File: config.mk
export PLATFORM = sky130hd
export DESIGN_NAME = breadboard_sweeper
export DESIGN_NICKNAME = d
export VERILOG_FILES = /design/src/rtl/breadboard_sweeper_pkg.sv /design/src/rtl/breadboard_sweeper_sweep_result_store.sv /design/src/rtl/breadboard_sweeper.sv
export SDC_FILE = /design/constraint.sdc
export NUM_CORES = 1
export LEC_CHECK = 0
export BUFFER_PORTS_ARGS = -buffer_cell sky130_fd_sc_hd__buf_2
export CORE_MARGIN = 2
export CORE_UTILIZATION = 30
export CTS_CLUSTER_SIZE = 14
export DETAILED_ROUTE_END_ITERATION = 12
export HOLD_SLACK_MARGIN = 0.1
export SKIP_LAST_GASP = 1
export SLEW_MARGIN = 0
export SYNTH_ARGS = -nofsm -noshare
export SYNTH_HDL_FRONTEND = slang
export SYNTH_SLANG_ARGS = --single-unit
File: constraint.sdc
create_clock -name clk -period 3.8 [get_ports clk]
set_input_delay 0.57 -clock clk [delete_from_list [all_inputs] [get_ports clk]]
set_output_delay 0.57 -clock clk [all_outputs]
set_load 0.005 [all_outputs]
File: src/rtl/breadboard_sweeper_pkg.sv
// Shared types and constants for the breadboard sweep sequencer and its result store.
package breadboard_sweeper_pkg;

  typedef enum logic [2:0] {
    S_IDLE    = 3'd0,
    S_DRIVE   = 3'd1,
    S_SETTLE  = 3'd2,
    S_CAPTURE = 3'd3,
    S_DONE    = 3'd4
  } state_t;

  localparam int N_CODES  = 16;
  localparam int ADDR_W   = 4;
  localparam int WORD_W   = 4;
  localparam int CNT_W    = 5;
  localparam int IDX_W    = 5;
  localparam int SETTLE_W = 4;

  // Terminal index value; needs the fifth idx bit so the loop never leans on a 4-bit wrap.
  localparam logic [IDX_W-1:0] IDX_END = IDX_W'(N_CODES);

endpackage

File: src/rtl/breadboard_sweeper_sweep_result_store.sv
// 16x4 result flops with synchronous clear, one write port and a registered read port.
module sweep_result_store
  import breadboard_sweeper_pkg::*;
(
  input  logic              clk,
  input  logic              rst,
  input  logic              clr,
  input  logic              wr_en,
  input  logic [ADDR_W-1:0] wr_addr,
  input  logic [WORD_W-1:0] wr_data,
  input  logic [ADDR_W-1:0] rd_addr,
  output logic [WORD_W-1:0] rd_data
);

  logic [WORD_W-1:0] mem_r [N_CODES];

  // Storage array and read register; a same-cycle read of the write address returns the old word.
  always_ff @(posedge clk or posedge rst) begin
    if (rst) begin
      for (int i = 0; i < N_CODES; i++) begin
        mem_r[i] <= '0;
      end
      rd_data <= '0;
    end else begin
      rd_data <= mem_r[rd_addr];
      if (clr) begin
        for (int i = 0; i < N_CODES; i++) begin
          mem_r[i] <= '0;
        end
      end else if (wr_en) begin
        mem_r[wr_addr] <= wr_data;
      end
    end
  end

endmodule

File: src/rtl/breadboard_sweeper.sv
// Clocked sequencer that steps the breadboard through all 16 input codes, capturing
// each output word into the result store and counting ones per output.
module breadboard_sweeper
  import breadboard_sweeper_pkg::*;
#(
  parameter int unsigned SETTLE_CYCLES = 2
)
(
  input  logic              clk,
  input  logic              rst,
  input  logic              start,
  output logic              busy,
  output logic              done,
  output logic              w,
  output logic              x,
  output logic              y,
  output logic              z,
  input  logic              f6,
  input  logic              f7,
  input  logic              f8,
  input  logic              f9,
  input  logic [ADDR_W-1:0] rd_addr,
  output logic [WORD_W-1:0] rd_data,
  output logic [CNT_W-1:0]  cnt6,
  output logic [CNT_W-1:0]  cnt7,
  output logic [CNT_W-1:0]  cnt8,
  output logic [CNT_W-1:0]  cnt9
);

  localparam logic [SETTLE_W-1:0] SETTLE_LD = SETTLE_W'(SETTLE_CYCLES);

  state_t              state_r;
  logic [IDX_W-1:0]    idx_r;
  logic [SETTLE_W-1:0] settle_r;
  logic                clr_s;
  logic                wr_en_s;
  logic [WORD_W-1:0]   wr_data_s;

  // Store control decoded from the current state; clear coincides with an accepted start.
  always_comb begin
    clr_s     = 1'b0;
    wr_en_s   = 1'b0;
    wr_data_s = {f6, f7, f8, f9};
    if (((state_r == S_IDLE) || (state_r == S_DONE)) && start) begin
      clr_s = 1'b1;
    end else begin
      clr_s = 1'b0;
    end
    if (state_r == S_CAPTURE) begin
      wr_en_s = 1'b1;
    end else begin
      wr_en_s = 1'b0;
    end
  end

  // Sweep FSM with registered status, drive and ones-count outputs.
  always_ff @(posedge clk or posedge rst) begin
    if (rst) begin
      state_r  <= S_IDLE;
      idx_r    <= '0;
      settle_r <= '0;
      busy     <= 1'b0;
      done     <= 1'b0;
      {w, x, y, z} <= 4'b0000;
      cnt6     <= '0;
      cnt7     <= '0;
      cnt8     <= '0;
      cnt9     <= '0;
    end else begin
      case (state_r)
        S_IDLE, S_DONE: begin
          if (start) begin
            state_r <= S_DRIVE;
            idx_r   <= '0;
            busy    <= 1'b1;
            done    <= 1'b0;
            cnt6    <= '0;
            cnt7    <= '0;
            cnt8    <= '0;
            cnt9    <= '0;
          end
        end
        S_DRIVE: begin
          {w, x, y, z} <= idx_r[ADDR_W-1:0];
          settle_r     <= SETTLE_LD;
          state_r      <= (SETTLE_LD == 4'd0) ? S_CAPTURE : S_SETTLE;
        end
        S_SETTLE: begin
          // Counter starts at SETTLE_CYCLES, so leaving on 1 spends exactly that many cycles here.
          if (settle_r <= 4'd1) begin
            state_r <= S_CAPTURE;
          end else begin
            settle_r <= settle_r - 4'd1;
          end
        end
        S_CAPTURE: begin
          cnt6  <= cnt6 + CNT_W'(f6);
          cnt7  <= cnt7 + CNT_W'(f7);
          cnt8  <= cnt8 + CNT_W'(f8);
          cnt9  <= cnt9 + CNT_W'(f9);
          idx_r <= idx_r + 5'd1;
          if ((idx_r + 5'd1) == IDX_END) begin
            state_r <= S_DONE;
            busy    <= 1'b0;
            done    <= 1'b1;
          end else begin
            state_r <= S_DRIVE;
          end
        end
        default: begin
          state_r <= S_IDLE;
          busy    <= 1'b0;
          done    <= 1'b0;
        end
      endcase
    end
  end

  sweep_result_store u_store (
    .clk     (clk),
    .rst     (rst),
    .clr     (clr_s),
    .wr_en   (wr_en_s),
    .wr_addr (idx_r[ADDR_W-1:0]),
    .wr_data (wr_data_s),
    .rd_addr (rd_addr),
    .rd_data (rd_data)
  );

endmodule

==> impl_results.md <==
- Run status: completed
- Top area cells in the synthesized netlist: dfrtp_1 (51%), o21ai_0 (8.8%), mux4_2 (6.9%), a21oi_1 (6.6%), nand2_1 (6.1%)
- Initial antenna violation count: 0
- Cell taking the most area after synthesis: dfrtp_1
- # IOs: 41
- H-Tree Depth: 3
- Number of synthesized flops with an enable pin: 0
- Leftover overflow at the end of global routing: 0
- Total power after layout: 3.50 mW
- First-pass GRT wire length: 21,500 µm
- Clock network latency to the later pin of the worst-skew pair: 350 ps
- Row cnt: 48
- Vias after detailed routing: 4,102
- Max IR drop VDD: 267 µV
- Vert. Die Dim: 136 µm
- Worst-path fanout max: 20
- Distinct cell type count of the synthesized netlist: 41
- Routed wirelength normalized by instance count: 16.1 µm
- Share of flip-flops with an asynchronous set or reset after synthesis: 1.00
- Type of origin of the critical path: flip-flop
- Number of antenna-violating nets in the routed design: 0
- Number of cells traversed by the worst register-to-register path: 4
- Instance area at placement: 5560 µm²
- Worst reg2reg path startpoint: state_r[0]$_DFFE_PP0P_
- Half-perimeter wire length of the detailed placement result: 8350 µm
- Type of the worst setup path: flip-flop to flip-flop
- Number of setup buffers added after CTS: 0
- CTS tree: done
- Worst Hold Class: input pin to async pin
- Design area: 5880 µm²
- Post-Synthesis Cells: 539
- Share of cells above drive strength 1: 0.156
- Mean cell area of the mapped netlist: 9.74 µm²
- Violation count after the first detailed-route iteration: 215
- RR Endpoint: u_store.mem_r[25]$_DFFE_PP0P_
- Combined area of all synthesized cells: 5250 µm²
- Final setup vio count: 0
- Setup repair after global routing missed its margin: no
- Maximum capacitance violations: 0
- Internal power: 2.27 mW
- Core outline area: 17,200 µm²
- Slew of the pin with the lowest slew margin: 910 ps
- Pins over their slew limit: 0
- Post-layout min period: 2220 ps
- Nets@finish: 573
- Count of final hold-check violations: 0
- Sink Count: 106
- Vias per cell: 5.27
- Die Footprint: 18,600 µm²
- Power density of the placed cells: 594 nW/µm²
- GP Congestion: 0.825
- Largest net degree at the start of global routing: 75
- Worst Setup End Kind: flip-flop
- Leakage power of the design: 2.56 nW
- Syn-to-layout area delta: 12.1%
- Portion of total power attributed to sequential cells: 0.438
- TritonCTS Buffers: 9
- Synth warnings: 0
- Highest attainable clock frequency: 450 MHz
- Switching fraction of total power: 0.352
- Register area share after synthesis: 0.505
- Starting utilization of the core area: 0.306
- Final routed DRC violation total: 0
- Clk pin slew, worst setup/hold paths: 70 ps
- Number of buffers added to fix hold violations after cts: 0
- Resized cells post-CTS: 0
- Share of the cycle needed by the critical path after routing: 0.585
- Register bit total from synthesis: 106
- Total length of routed wires: 12,500 µm
- Number of global-route vias before repair: 4,084
- Number of buffers between clock root and the deepest sink: 2
- Top cell type's share of synthesized area: 0.505
- Comb power frac: 0.273
- Net Sw Power: 1.23 mW
- Final-layout setup total negative slack: 0 ps
- Flip-flop cell with the highest count after synthesis: dfrtp_1
- Largest clock skew in the final design: 8.08 ps
- Die extent in x: 136 µm
- Number of nets in the synthesized netlist: 564
- Relative contribution of the clock network to total power: 0.288
- Diode count: 0
- Buffers on Ports: 40
- Clock root buffer master: clkbuf_16
- Total track usage: 0.146
- Data required time at the worst endpoint: 4060 ps
- Slew headroom: 0.394
- Drt pass-1 iters: 4
- Flop-to-flop setup slack: 1580 ps
- Worst EP arrival: 2490 ps
## registers in the layout (all words and copies together) (netlist names)
name,flops
settle_r,4
z,1
busy,1
idx_r,5
done,1
cnt7,5
cnt8,5
u_store.mem_r,64
y,1
cnt9,5
w,1
state_r,3
u_store.rd_data,4
x,1
cnt6,5
## through the flow
stage	hold WS (ps)	util	cells	setup WS, ps
floorplan	464	-	539	441
finish	410	0.343	778	1580
global route	493	0.343	778	1290
CTS	461	0.343	778	1630
detailed placement	480	0.324	762	1630
global placement	474	0.324	762	1700
## layout by cell type (no fill, tap or decap), types with 5 or more instances in the layout
cell type,count
ha_1,14
nand4_1,8
dfrtp_1,106
nor2_1,24
o21ai_0,92
buf_2,40
a22o_1,9
inv_1,7
nand3_1,13
a31oi_1,5
mux4_2,16
a21oi_1,69
clkbuf_16,9
nand2_1,85
## cell usage after synthesis, types with 5 or more instances
master,count
buf_2,16
o21ai_0,92
a22o_1,9
ha_1,14
nand4_1,8
inv_1,8
nand3_1,13
nand2_1,85
mux4_2,16
a31oi_1,5
a21oi_1,69
nor2_1,24
clkbuf_1,25
dfrtp_1,106
## critical path, stage by stage (launching register included)
cell and delay (ps):
dfrtp_1 650, nand4bb_1 730, nor2_1 510, nand2_1 100, a21oi_1 140
## worst max path at each step
stage	from	end	slack (ps)
4_1_cts	state_r[0]$_DFFE_PP0P_	u_store.mem_r[25]$_DFFE_PP0P_	1630
5_1_grt	state_r[0]$_DFFE_PP0P_	u_store.mem_r[27]$_DFFE_PP0P_	1290
2_1_floorplan	rst	busy$_DFFE_PP0P_	440
3_5_place_dp	state_r[1]$_DFFE_PP0P_	cnt6[4]$_DFFE_PP0P_	1630
6_report	state_r[0]$_DFFE_PP0P_	u_store.mem_r[25]$_DFFE_PP0P_	1580
3_3_place_gp	state_r[1]$_DFFE_PP0P_	cnt9[4]$_DFFE_PP0P_	1700
## area by class of cell
| class | instances | area [µm²] |
|---|---|---|
| Timing Repair Buffer | 44 | 230 |
| Inverter | 8 | 32.5 |
| Multi-Input combinational cell | 379 | 2360 |
| Clock buffer | 9 | 225 |
| Clock inverter | 7 | 100 |
| Tap cell | 225 | 282 |
| Fill cell | 1820 | 11300 |
| Sequential cell | 106 | 2650 |
## routing by layer
metal / share of wire / track usage / up-vias
met5: 0 / 0 / -
li1: - / - / 1945
met4: 0.0074 / 0.0313 / 0
met3: 0.058 / 0.0309 / 11
met1: 0.47 / 0.208 / 2015
met2: 0.46 / 0.229 / 131
## power by group through the flow
stage / combinational [mW] / clock (mW) / sequential [mW]
CTS: 0.964 / 1.03 / 1.53
global route: 1.09 / 1.09 / 1.57
global placement: 0.935 / 0 / 1.55
detailed placement: 0.964 / 0 / 1.55
finish: 0.956 / 1.01 / 1.53
floorplan: 0.786 / 0 / 1.46
## kinds of logic after synthesis
kind of cell | count (synthesis) | share of synthesized area
fa+ha+maj | 14 | 0.0334
flops | 106 | 0.505
simple gates | 152 | 0.134
compound gates | 187 | 0.193
xor+xnor | 2 | 0.00334
buf+inv | 54 | 0.0460
mux | 24 | 0.0848
Note: power is estimated with default switching activity, not from simulation.
